**src/rtl/ft232h_rx_if.sv**
```systemverilog
// Signal bundle between the FT232H read controller, the FTDI pins and the AXI-Stream sink.
// master = controller side, slave = FTDI/sink side.
interface ft232h_rx_if #(
  parameter int COUNT_WIDTH = 16
);
  logic                   ftdi_rxf_n;
  logic [7:0]             ftdi_data_in;
  logic                   ftdi_oe_n;
  logic                   ftdi_rd_n;
  // AXIS: a byte moves on a rising edge where m_tvalid & m_tready; once m_tvalid is high,
  // m_tdata holds and m_tvalid stays high until that transfer happens.
  logic [7:0]             m_tdata;
  logic                   m_tvalid;
  logic                   m_tready;
  logic                   rx_active;
  logic [COUNT_WIDTH-1:0] rx_byte_count;
  logic [1:0]             dbg_state;

  modport master (
    input  ftdi_rxf_n, ftdi_data_in, m_tready,
    output ftdi_oe_n, ftdi_rd_n, m_tdata, m_tvalid, rx_active, rx_byte_count, dbg_state
  );

  modport slave (
    output ftdi_rxf_n, ftdi_data_in, m_tready,
    input  ftdi_oe_n, ftdi_rd_n, m_tdata, m_tvalid, rx_active, rx_byte_count, dbg_state
  );
endinterface

```
**src/rtl/ft232h_rx.sv**
```systemverilog
// FT245 synchronous-FIFO read controller: drains FTDI bytes into a skid FIFO and
// presents them as an AXI-Stream master, all on ftdi_clk.
module ft232h_rx #(
  parameter int FIFO_DEPTH  = 8,
  parameter int COUNT_WIDTH = 16
) (
  input  logic          ftdi_clk,
  input  logic          rst,
  ft232h_rx_if.master   bus
);
  localparam int PW = $clog2(FIFO_DEPTH);
  localparam logic [PW:0] C_DEPTH    = (PW+1)'(FIFO_DEPTH);
  localparam logic [PW:0] C_DEPTH_M1 = (PW+1)'(FIFO_DEPTH - 1);
  localparam logic [PW:0] C_DEPTH_M2 = (PW+1)'(FIFO_DEPTH - 2);

  typedef enum logic [1:0] {
    IDLE    = 2'd0,
    OE_WAIT = 2'd1,
    READING = 2'd2
  } state_t;

  state_t                 r_state, w_state_next;
  logic                   r_oe_n, r_rd_n, w_oe_n_next, w_rd_n_next;
  logic [7:0]             r_mem [FIFO_DEPTH];
  logic [PW-1:0]          r_wr_ptr, r_rd_ptr;
  logic [PW:0]            r_count, w_count_next;
  logic [COUNT_WIDTH-1:0] r_byte_count;
  logic                   w_capture, w_pop, w_valid;

  assign w_valid      = (r_count != '0);
  assign w_capture    = (r_state == READING) & ~r_rd_n & ~bus.ftdi_rxf_n;
  assign w_pop        = w_valid & bus.m_tready;
  assign w_count_next = r_count + {{PW{1'b0}}, w_capture} - {{PW{1'b0}}, w_pop};

  // Leaving READING is decided on count_next, so the last capture can fill the FIFO
  // but never overflow it.
  always_comb begin
    w_state_next = r_state;
    w_oe_n_next  = r_oe_n;
    w_rd_n_next  = r_rd_n;
    unique case (r_state)
      IDLE: begin
        w_rd_n_next = 1'b1;
        if (!bus.ftdi_rxf_n && r_count <= C_DEPTH_M2) begin
          w_state_next = OE_WAIT;
          w_oe_n_next  = 1'b0;
        end else begin
          w_oe_n_next  = 1'b1;
        end
      end
      OE_WAIT: begin
        w_rd_n_next = 1'b1;
        if (!bus.ftdi_rxf_n && w_count_next <= C_DEPTH_M1) begin
          w_state_next = READING;
          w_oe_n_next  = 1'b0;
          w_rd_n_next  = 1'b0;
        end else begin
          w_state_next = IDLE;
          w_oe_n_next  = 1'b1;
        end
      end
      READING: begin
        if (bus.ftdi_rxf_n || w_count_next >= C_DEPTH) begin
          w_state_next = IDLE;
          w_oe_n_next  = 1'b1;
          w_rd_n_next  = 1'b1;
        end else begin
          w_oe_n_next  = 1'b0;
          w_rd_n_next  = 1'b0;
        end
      end
      default: begin
        w_state_next = IDLE;
        w_oe_n_next  = 1'b1;
        w_rd_n_next  = 1'b1;
      end
    endcase
  end

  always_ff @(posedge ftdi_clk or posedge rst) begin
    if (rst) begin
      r_state <= IDLE;
      r_oe_n  <= 1'b1;
      r_rd_n  <= 1'b1;
    end else begin
      r_state <= w_state_next;
      r_oe_n  <= w_oe_n_next;
      r_rd_n  <= w_rd_n_next;
    end
  end

  always_ff @(posedge ftdi_clk or posedge rst) begin
    if (rst) begin
      r_wr_ptr     <= '0;
      r_rd_ptr     <= '0;
      r_count      <= '0;
      r_byte_count <= '0;
    end else begin
      r_count <= w_count_next;
      if (w_capture) begin
        r_wr_ptr     <= r_wr_ptr + PW'(1);
        r_byte_count <= r_byte_count + COUNT_WIDTH'(1);
      end
      if (w_pop) begin
        r_rd_ptr <= r_rd_ptr + PW'(1);
      end
    end
  end

  // Storage needs no reset: occupancy is tracked by r_count and the output is gated on it.
  always_ff @(posedge ftdi_clk) begin
    if (w_capture) begin
      r_mem[r_wr_ptr] <= bus.ftdi_data_in;
    end
  end

  assign bus.ftdi_oe_n     = r_oe_n;
  assign bus.ftdi_rd_n     = r_rd_n;
  assign bus.m_tvalid      = w_valid;
  assign bus.m_tdata       = w_valid ? r_mem[r_rd_ptr] : 8'h00;
  assign bus.rx_active     = (r_state != IDLE);
  assign bus.rx_byte_count = r_byte_count;
  assign bus.dbg_state     = r_state;
endmodule

```
**src/flat_wrapper.sv**
```systemverilog
// flat-port wrapper written by rule: the top's interface ports become plain ports
module ft232h_rx_flat 
#(
  parameter int FIFO_DEPTH  = 8,
  parameter int COUNT_WIDTH = 16
)
  (ftdi_clk, rst, bus_ftdi_rxf_n, bus_ftdi_data_in, bus_m_tready, bus_ftdi_oe_n, bus_ftdi_rd_n, bus_m_tdata, bus_m_tvalid, bus_rx_active, bus_rx_byte_count, bus_dbg_state);
  ft232h_rx_if #(.COUNT_WIDTH(COUNT_WIDTH)) bus_i ();
  input  logic ftdi_clk;
  input  logic rst;
  input wire logic [$bits(bus_i.ftdi_rxf_n)-1:0] bus_ftdi_rxf_n;
  input wire logic [$bits(bus_i.ftdi_data_in)-1:0] bus_ftdi_data_in;
  input wire logic [$bits(bus_i.m_tready)-1:0] bus_m_tready;
  output wire logic [$bits(bus_i.ftdi_oe_n)-1:0] bus_ftdi_oe_n;
  output wire logic [$bits(bus_i.ftdi_rd_n)-1:0] bus_ftdi_rd_n;
  output wire logic [$bits(bus_i.m_tdata)-1:0] bus_m_tdata;
  output wire logic [$bits(bus_i.m_tvalid)-1:0] bus_m_tvalid;
  output wire logic [$bits(bus_i.rx_active)-1:0] bus_rx_active;
  output wire logic [$bits(bus_i.rx_byte_count)-1:0] bus_rx_byte_count;
  output wire logic [$bits(bus_i.dbg_state)-1:0] bus_dbg_state;
  assign bus_i.ftdi_rxf_n = bus_ftdi_rxf_n;
  assign bus_i.ftdi_data_in = bus_ftdi_data_in;
  assign bus_i.m_tready = bus_m_tready;
  assign bus_ftdi_oe_n = bus_i.ftdi_oe_n;
  assign bus_ftdi_rd_n = bus_i.ftdi_rd_n;
  assign bus_m_tdata = bus_i.m_tdata;
  assign bus_m_tvalid = bus_i.m_tvalid;
  assign bus_rx_active = bus_i.rx_active;
  assign bus_rx_byte_count = bus_i.rx_byte_count;
  assign bus_dbg_state = bus_i.dbg_state;
  ft232h_rx #(.FIFO_DEPTH(FIFO_DEPTH), .COUNT_WIDTH(COUNT_WIDTH)) u_core (.ftdi_clk(ftdi_clk), .rst(rst), .bus(bus_i));
endmodule
```
**config.mk**
```make
export PLATFORM = sky130hd
export DESIGN_NAME = ft232h_rx_flat
export DESIGN_NICKNAME = d
export VERILOG_FILES = /design/src/rtl/ft232h_rx_if.sv /design/src/rtl/ft232h_rx.sv /design/src/flat_wrapper.sv
export SDC_FILE = /design/constraint.sdc
export NUM_CORES = 1
export LEC_CHECK = 0
export BUFFER_PORTS_ARGS = -buffer_cell sky130_fd_sc_hd__buf_2
export CORE_ASPECT_RATIO = 1.2
export CORE_MARGIN = 2
export CORE_UTILIZATION = 50
export CTS_BUF_LIST = sky130_fd_sc_hd__clkbuf_2
export DETAILED_ROUTE_END_ITERATION = 8
export GPL_TIMING_DRIVEN = 0
export PLACE_DENSITY = 0.79
export SYNTH_ARGS = -nofsm -noshare
export SYNTH_HDL_FRONTEND = slang
export SYNTH_SLANG_ARGS = --single-unit
export TNS_END_PERCENT = 50
```
**constraint.sdc**
```tcl
create_clock -name ftdi_clk -period 3.05 [get_ports ftdi_clk]
set_input_delay 0.61 -clock ftdi_clk [delete_from_list [all_inputs] [get_ports ftdi_clk]]
set_output_delay 0.61 -clock ftdi_clk [all_outputs]
set_load 0.02 [all_outputs]
```
; Yosys cells after proc, flatten, opt, wreduce, memory -nomap -nowiden
; Memories as Yosys holds them, arrays and structs flattened.
; Cells that the tools add are included.
[op_classes]
bitwise_logic = 5
reduce_logical = 8
n_mux = 12
magnitude_cmp = 3
addsub = 5
n_eq_ne = 4
[ops]
columns = op, count
row1 = "16-bit by 1-bit adder with 16-bit output, second input constant", 1
row2 = "4-bit by 3-bit less-or-equal comparator with 1-bit output, second input constant", 2
row3 = 8-bit two-way mux, 1
row4 = "3-bit by 1-bit adder with 3-bit output, second input constant", 2
row5 = 2-bit two-way mux, 3
row6 = 2-bit one-hot mux with 3 select lines, 1
row7 = 1-bit two-way mux, 5
row8 = 4-bit by 1-bit adder with 4-bit output, 1
row9 = "4-bit >= comparator, second input constant", 1
row10 = 4-bit nonzero test, 1
row11 = 4-bit by 1-bit subtractor with 4-bit output, 1
row12 = 1-bit AND, 3
row13 = 1-bit one-hot mux with 3 select lines, 1
row14 = "2-bit by 1-bit == test with 1-bit output, second input constant", 1
row15 = "2-bit == test, second input constant", 1
row16 = 1-bit logical AND, 2
row17 = 2-bit logical NOT, 1
row18 = "2-bit by 1-bit != test with 1-bit output, second input constant", 1
row19 = "2-bit != test, second input constant", 1
row20 = 1-bit NOT, 2
row21 = 1-bit one-hot mux with 2 select lines, 1
row22 = 2-bit AND reduction, 1
row23 = 2-bit nonzero test, 1
row24 = 1-bit logical NOT, 1
row25 = 1-bit logical OR, 1
[totals]
mem_bits_rw = 64
n_memories = 1
elab_cells = 45
input_bits = 12
out_inout_bits = 30
register_bits = 30
[memory_table]
columns = name, words, width, read_ports, rd_ports_with_merged_regs, write_ports, line_no
row1 = u_core.r_mem, 8, 8, 1, 0, 1, ft232h_rx.sv:24  ; logic [7:0] r_mem [FIFO_DEPTH];

; Depth between registers and ports, before layout
; Gate-level depths: netlist of run 1.
[logic_depth]
word_depth = 9
depth_mapped = 11

; Least setup slack after synthesis of run 1
; No wires, ideal clock.
[synth_timing]
path_type = reg-to-reg
from = register u_core.r_count[2]
to = register u_core.r_state[0], in the netlist u_core.bus.dbg_state[0]
path_stages_with_launch = 12
t_arrival_ps = 2617
setup_time_ps = 125
path_slack_ps = 308
required_time_ps = 2925
path_cell_list = dfrtp_1 -> inv_1 -> ha_1 -> nor3b_2 -> nor2b_2 -> ha_1 -> inv_1 -> ha_1 -> a21o_1 -> a21o_1 -> a311oi_2 -> mux2_4
[synth_via]
elab_chain_cells = 7
elab_cells_between_ends = 11
cone_classes = add/sub (2) / order compare (2) / eq/ne (2) / bitwise (1) / reduce/logical (4)
[synth_lines]
columns = item, line_no
row1 = from (decl), ft232h_rx.sv:26  ; logic [PW:0] r_count, w_count_next;
row2 = from (signal assigned), ft232h_rx.sv:99  ; r_count <= w_count_next;
row3 = 4-bit nonzero test, ft232h_rx.sv:30  ; assign w_valid = (r_count != '0);
row4 = 1-bit AND, ft232h_rx.sv:32  ; assign w_pop = w_valid & bus.m_tready;
row5 = via u_core.w_pop, ft232h_rx.sv:28  ; logic w_capture, w_pop, w_valid;
row6 = 4-bit by 1-bit subtractor with 4-bit output, ft232h_rx.sv:33  ; assign w_count_next = r_count + {{PW{1'b0}}, w_capture} - {{PW{1'b0}}, w_pop};
row7 = 4-bit >= comparator, ft232h_rx.sv:63  ; if (bus.ftdi_rxf_n || w_count_next >= C_DEPTH) begin
row8 = 1-bit logical OR, ft232h_rx.sv:63
row9 = 2-bit != test (no line), -
row10 = 2-bit AND reduction (no line), -
row11 = to (signal assigned), ft232h_rx.sv:86  ; r_state <= w_state_next;
row12 = to (decl), ft232h_rx.sv:22  ; state_t r_state, w_state_next;
; The timed path passes the listed nets, and every way through them passes these cells.
; A chain may end at the register's enable or synchronous reset.

; Worst setup path after layout of run 1
[layout_timing]
from = register u_core.r_rd_ptr[1]
to = output bus_m_tdata[4]
[layout_via]
elab_chain_cells = 2
[layout_lines]
columns = item, line_no
row1 = from (decl), ft232h_rx.sv:25  ; logic [PW-1:0] r_wr_ptr, r_rd_ptr;
row2 = from (signal assigned), ft232h_rx.sv:105  ; r_rd_ptr <= r_rd_ptr + PW'(1);
row3 = memory read 8 x 8 bit, -
row4 = 8-bit two-way mux, ft232h_rx.sv:120  ; assign bus.m_tdata = w_valid ? r_mem[r_rd_ptr] : 8'h00;
row5 = to (decl), flat_wrapper.sv:16  ; output wire logic [$bits(bus_i.m_tdata)-1:0] bus_m_tdata;
; No other way between the ends.

==> flow_metrics.py, run 1 <==
metrics = {
    "run_status": {
        "status": "complete, no violations",
    },
    "place": {
        "preCtsSetupSlack_ns": -0.329,
        "io_buffers": 41,
        "gp_congestion": 0.768,
        "hpwl_mm": 4.90,
    },
    "layout": {
        "utilization": 0.563,
        "antenna_cells": 0,
        "nets": 326,
        "syn2layout_area_growth_pct": 10.4,
        "drive_above_1_share": 0.316,
    },
    "detailed_routing": {
        "vias": 2191,
        "drtIter0Drc": 101,
        "ant_nets": 0,
        "drtPass1Iterations": 4,
        "wl_per_cell_um": 17.8,
        "drt_wl_total_mm": 7.11,
        "drc_errors": 0,
        "vias_per_cell": 5.49,
    },
    "logic_synthesis": {
        "synth-edff-count": 64,
        "ys.flop_type": "edfxtp_1",
        "syn_nets": 274,
        "ys_top_cells_by_area": "edfxtp_1 (47%), dfrtp_1 (17%), mux4_2 (8.8%), ha_1 (4.3%), xnor2_1 (2.8%)",
        "syn_area_per_cell_um2": 16.5,
        "synth_commonest_cells": "edfxtp_1 (64), dfrtp_1 (28), nor2_1 (22)",
        "ys_seq_area_frac": 0.655,
        "synth_area_leader_cell": "edfxtp_1",
        "yosysWarnings": 0,
        "synth_most_common_cell": "edfxtp_1",
        "synth_cells": 247,
        "netlist_area_um2": 4090,
        "synth_top_area_share": 0.470,
        "ys_async_sr_fraction": 0.319,
        "synth-seq-cells": 94,
        "ys_types": 42,
    },
    "critical_path": {
        "startpoint": "u_core.r_rd_ptr[1]$_DFFE_PP0P_",
        "crit_required_ns": 2.44,
        "r2r-start": "u_core.r_count[2]$_DFF_PP0_",
        "critPathLaunchType": "flip-flop",
        "critPathKind": "reg -> out",
        "worstPathArrival_ns": 2.24,
        "end_kind": "primary output",
        "crit_fanout": 10,
    },
    "grt": {
        "grt_max_degree": 31,
        "grt_pass1_wl_mm": 11.3,
        "antenna_found_initial": 0,
        "grt.overflow.total": 0,
        "grt_use_total": 0.174,
        "grt_pass1_vias": 2229,
    },
    "job": {
        "cap_violations": 0,
    },
    "die": {
        "num_rows": 36,
        "die_y_um": 103,
        "ioPinCount": 42,
        "start_util": 0.510,
        "fp.dieW_um": 86.5,
        "fp.dieArea_um2": 8910,
        "core-area_um2": 8020,
    },
    "clocking": {
        "tritoncts": "built",
        "path_clk_slew_ns": 0.23,
        "postCtsHoldBufs": 0,
        "clock_path_buffers": 2,
        "clk_latency_ns": 0.52,
        "numCtsBuffers": 9,
        "cts-root-buf": "clkbuf_2",
        "htreeDepth": 3,
        "clock_sinks": 94,
    },
    "power": {
        "vdd_drop_max_mv": 0.473,
        "power_density_nw_per_um2": 747,
        "leakagePower_nw": 1.83,
        "power.total_mw": 3.37,
    },
    "sta": {
        "setup_ws_ns": 0.196,
        "tns_ns": 0,
        "hold_viol_final": 0,
        "period_needed_ns": 2.85,
        "max_slew.worst_pin.slew_ns": 1.11,
        "setup_violations": 0,
        "slew_headroom": 0.258,
        "fin_crit_sh": 0.936,
        "slew_violations": 0,
        "rsz0062_at_grt": "no",
        "clock_skew_ns": 0.0242,
        "hold_ws_ns": 0.325,
        "clock.fmax_ghz": 0.350,
    },
    "hold_path": {
        "hold_path_class": "in -> async",
    },
}
## cell families (layout without fill, tap and decap cells)
logic type / count (synthesis) / count (layout) / synth area share
flip-flops: 94 / 94 / 0.655
AND/OR/NAND/NOR: 56 / 56 / 0.0845
multiplexers: 28 / 28 / 0.120
buffers and inverters: 22 / 79 / 0.0236
XOR/XNOR: 21 / 21 / 0.0450
adder cells (fa/ha/maj): 15 / 15 / 0.0478
AO/OA/AOI/OAI: 11 / 11 / 0.0248
## sequential cells by signal (all words and copies together), names as in the netlist
register,count
u_core.bus.rx_byte_count,16
u_core.bus.ftdi_rd_n,1
u_core.r_mem,64
u_core.r_rd_ptr,3
u_core.r_count,4
u_core.bus.ftdi_oe_n,1
u_core.r_wr_ptr,3
u_core.bus.dbg_state,2
## worst max-delay path: stages, from the launching register on
cell	delay (ns)
dfrtp_1	0.66
buf_2	0.36
mux4_2	0.35
mux2i_1	0.15
nor2_1	0.05
buf_2	0.15
## layer usage
layer | up-vias | GRT usage | wire length, µm
li1 | 1025 | - | -
met1 | 1097 | 0.214 | 3030
met5 | - | 0 | 0
met3 | 13 | 0.0304 | 272
met2 | 56 | 0.307 | 3680
met4 | 0 | 0.0697 | 132
## worst paths after layout
path	endpoint	depth (start not counted)	slack, ns
min in group ftdi_clk	u_core.r_mem[7][6]$_DFFE_PP_	1	0.34
max in group asynchronous	u_core.bus.rx_byte_count[11]$_DFFE_PP0N_	2	2.06
max reg2reg	u_core.bus.dbg_state[0]$_DFFE_PP0P_	11	0.25
min	u_core.bus.rx_byte_count[1]$_DFFE_PP0N_	2	0.32
max	bus_m_tdata[4]	5	0.20
min reg2reg	u_core.bus.rx_byte_count[15]$_DFFE_PP0N_	1	0.49
## through the flow
stage	area [µm²]	std cells
finish	4510	399
global placement	4410	383
CTS	4510	399
floorplan	4090	247
global route	4510	399
detailed placement	4410	383
## where the power goes
part | total (mW) | leakage, nW | switching [mW] | internal (mW)
combinational | 1.29 | 0.808 | 0.695 | 0.595
sequential | 1.58 | 0.955 | 0.111 | 1.47
clock | 0.500 | 0.0660 | 0.377 | 0.123
## placed cells by master, fill, tap and decap left out, types with 2 or more instances in the layout
cell | netlist | routed
nand2_1 | 8 | 8
o21ai_0 | 2 | 2
mux4_2 | 16 | 16
inv_1 | 16 | 16
nand4_1 | 5 | 5
nand3_1 | 4 | 4
buf_4 | 1 | 2
ha_1 | 14 | 14
edfxtp_1 | 64 | 64
xor2_1 | 8 | 8
mux2_2 | 2 | 2
nor3_2 | 1 | 3
a211oi_1 | 2 | 2
nor3b_4 | 1 | 2
mux2i_1 | 8 | 8
clkinv_2 | 0 | 2
nand2b_1 | 3 | 3
a311oi_2 | 2 | 2
clkbuf_2 | 0 | 14
dfstp_2 | 2 | 2
nor2_1 | 22 | 22
dfrtp_1 | 28 | 28
a21o_1 | 3 | 3
buf_2 | 2 | 43
xnor2_1 | 13 | 13
## cell type report
cell class | instances | area (µm²)
clock buffers | 14 | 70.1
plain buffers | 5 | 32.5
fillers | 631 | 3510
clock inverters | 2 | 10.0
well taps | 95 | 119
repair buffers | 42 | 213
inverters | 16 | 60.1
multi-input cells | 131 | 1330
flip-flops and latches | 94 | 2680
## repair_timing
item                                    in CTS  in global routing
endpoints found under the setup margin      20                  0
gates resized for setup                      2                  0
setup buffers                                1                  0
(Power assumes the default switching activity.)
==> run 2, diff against run 1 <==
--- a/config.mk
+++ b/config.mk
@@ -5,14 +5,14 @@
 export SDC_FILE = /design/constraint.sdc
 export NUM_CORES = 1
 export LEC_CHECK = 0
-export BUFFER_PORTS_ARGS = -buffer_cell sky130_fd_sc_hd__buf_2
 export CORE_ASPECT_RATIO = 1.2
 export CORE_MARGIN = 2
 export CORE_UTILIZATION = 50
 export CTS_BUF_LIST = sky130_fd_sc_hd__clkbuf_2
 export DETAILED_ROUTE_END_ITERATION = 8
+export DONT_BUFFER_PORTS = 1
 export GPL_TIMING_DRIVEN = 0
-export PLACE_DENSITY = 0.79
+export PLACE_DENSITY = 0.75
 export SYNTH_ARGS = -nofsm -noshare
 export SYNTH_HDL_FRONTEND = slang
 export SYNTH_SLANG_ARGS = --single-unit
==> flow_metrics.py, run 2 (synthesis results as in run 1) <==
metrics = {
    "critical_path": {
        "worstPathArrival_ns": 3.02,
        "end_kind": "flip-flop",
        "critPathKind": "reg -> reg",
        "r2r_end": "u_core.r_mem[5][5]$_DFFE_PP_",
        "r2r-start": "u_core.bus.dbg_state[0]$_DFFE_PP0P_",
        "crit_fanout": 10,
        "rrSetupSlack_ns": 0.21,
        "crit_required_ns": 3.23,
        "critPathLaunchType": "flip-flop",
        "reg2reg_depth": 6,
    },
    "clocking": {
        "clock_sinks": 94,
        "clk_latency_ns": 0.55,
        "path_clk_slew_ns": 0.26,
        "tritoncts": "built",
        "htreeDepth": 3,
        "clock_path_buffers": 2,
        "numCtsBuffers": 9,
        "cts-root-buf": "clkbuf_2",
    },
    "hold_path": {
        "whs_path_depth": 0,
        "hold_end": "u_core.r_mem[0][0]$_DFFE_PP_",
        "hold_path_class": "in -> reg",
        "hp-start": "bus_ftdi_data_in[0]",
    },
    "sta": {
        "period_needed_ns": 2.84,
        "max_slew.worst_pin.slew_ns": 1.11,
        "hold_viol_final": 0,
        "clock_skew_ns": 0.0266,
        "slew_violations": 0,
        "fin_crit_sh": 0.930,
        "setup_ws_ns": 0.214,
        "tns_ns": 0,
        "rsz0062_at_grt": "no",
        "slew_headroom": 0.261,
        "clock.fmax_ghz": 0.353,
        "setup_violations": 0,
    },
    "detailed_routing": {
        "wl_met3_um": 383,
        "top_layer": "met4",
        "vias": 2017,
        "route.met2.wl_mm": 3.52,
        "ant_nets": 0,
        "wl_met1_mm": 2.85,
        "wl_per_cell_um": 19.1,
        "vias_per_cell": 5.62,
        "drc_errors": 0,
        "drt_wl_total_mm": 6.85,
        "drtIter0Drc": 131,
        "drtPass1Iterations": 4,
    },
    "run_status": {
        "status": "complete, no violations",
    },
    "layout": {
        "nets": 286,
        "final_common_cell": "edfxtp_1",
        "fin_cells": 359,
        "drive_above_1_share": 0.212,
        "multi_input_area_um2": 1330,
        "syn2layout_area_growth_pct": 6.89,
        "antenna_cells": 0,
        "layout_common_cells": "edfxtp_1 (64), dfrtp_1 (28), nor2_1 (22)",
        "final_cell_area_um2": 4370,
        "regMostFlops": "u_core.r_mem",
        "register_area_um2": 2680,
        "largest_reg_flops": 64,
        "n_fill_cell": 663,
    },
    "power": {
        "p_comb_frac": 0.335,
        "switching_share": 0.342,
        "vdd_drop_max_mv": 0.470,
        "leakagePower_nw": 1.67,
        "power_density_nw_per_um2": 787,
        "share_seq_of_total_power": 0.466,
        "clkPwrFrac": 0.198,
        "p_int_mw": 2.26,
        "power.total_mw": 3.44,
        "p_switching_mw": 1.18,
    },
    "die": {
        "ioPinCount": 42,
        "fp.dieArea_um2": 8910,
        "num_rows": 36,
        "fp.dieW_um": 86.5,
        "die_y_um": 103,
        "start_util": 0.510,
        "core-area_um2": 8020,
    },
    "grt": {
        "grt_pass1_wl_mm": 11.0,
        "antenna_found_initial": 0,
        "grt_pass1_vias": 2116,
        "grt.overflow.total": 0,
        "grt_max_degree": 31,
        "grt_use_total": 0.169,
    },
    "place": {
        "preCtsSetupSlack_ns": -0.274,
        "gp_congestion": 0.773,
        "numPlacedInstances": 342,
        "hpwl_mm": 4.65,
        "post_dp_cell_area_um2": 4210,
        "io_buffers": 0,
    },
    "job": {
        "cap_violations": 0,
    },
}
-- run 2: changes by cell type in the layout (fill, tap and decap cells not counted), sizes merged --
cell,delta
inv,+2
clkinvlp,+1
clkbuf,-2
buf,-41
clkinv,-2
bufinv,+2
-- run 2: power groups by stage --
| stage | clock (mW) | combinational (mW) | sequential, mW |
|---|---|---|---|
| 3_5_place_dp | 0 | 1.16 | 1.63 |
| 5_1_grt | 0.747 | 1.29 | 1.62 |
| 6_report | 0.682 | 1.15 | 1.60 |
| 2_1_floorplan | 0 | 0.976 | 1.60 |
| 4_1_cts | 0.692 | 1.18 | 1.61 |
| 3_3_place_gp | 0 | 1.14 | 1.62 |
-- run 2: repair_timing --
item / in CTS / in global routing
hold buffers: 0 / 0
hold endpoints to repair: 0 / 0
gates cloned: 0 / 0
pin swaps: 0 / 0
buffers inserted: 0 / 1
setup endpoints to repair: 18 / 3
resized for setup: 3 / 0
-- run 2: metal layers --
layer,up-vias,global-route usage
li1,942,-
met1,1023,0.211
met2,43,0.283
met3,9,0.0504
met4,0,0.0577
met5,-,0
-- run 2: worst max-delay path by stage --
stage                                         from                                   to
6_report       u_core.bus.dbg_state[0]$_DFFE_PP0P_         u_core.r_mem[5][5]$_DFFE_PP_
5_1_grt        u_core.bus.dbg_state[0]$_DFFE_PP0P_         u_core.r_mem[7][5]$_DFFE_PP_
4_1_cts                u_core.r_count[2]$_DFF_PP0_  u_core.bus.dbg_state[0]$_DFFE_PP0P_
3_5_place_dp           u_core.r_count[2]$_DFF_PP0_  u_core.bus.dbg_state[0]$_DFFE_PP0P_
3_3_place_gp           u_core.r_count[2]$_DFF_PP0_  u_core.bus.dbg_state[0]$_DFFE_PP0P_
2_1_floorplan          u_core.r_count[2]$_DFF_PP0_  u_core.bus.dbg_state[0]$_DFFE_PP0P_
-- run 2: final cells by class --
class	count	share of cell area
Clock inverter	5	0.0189
Clock buffer	11	0.0126
Buffer	6	0.00859
Timing Repair Buffer	1	0.00172
Multi-Input combinational cell	131	0.305
Tap cell	95	0.0272
Inverter	16	0.0137
Sequential cell	94	0.612
-- run 2: through the flow --
| step | util | hold WS, ns |
|---|---|---|
| 2_1_floorplan | - | 0.480 |
| 3_3_place_gp | 0.525 | 0.506 |
| 3_5_place_dp | 0.525 | 0.519 |
| 4_1_cts | 0.543 | 0.117 |
| 5_1_grt | 0.545 | 0.0757 |
| 6_report | 0.545 | 0.131 |
-- run 2: worst max-delay path, cell delays in order, from the launching register on --
cell and delay [ns]:
dfrtp_1 0.55, inv_1 0.17, ha_1 0.29, nor3b_4 0.31, buf_2 0.28, nand2_1 0.15
nor2_1 0.73
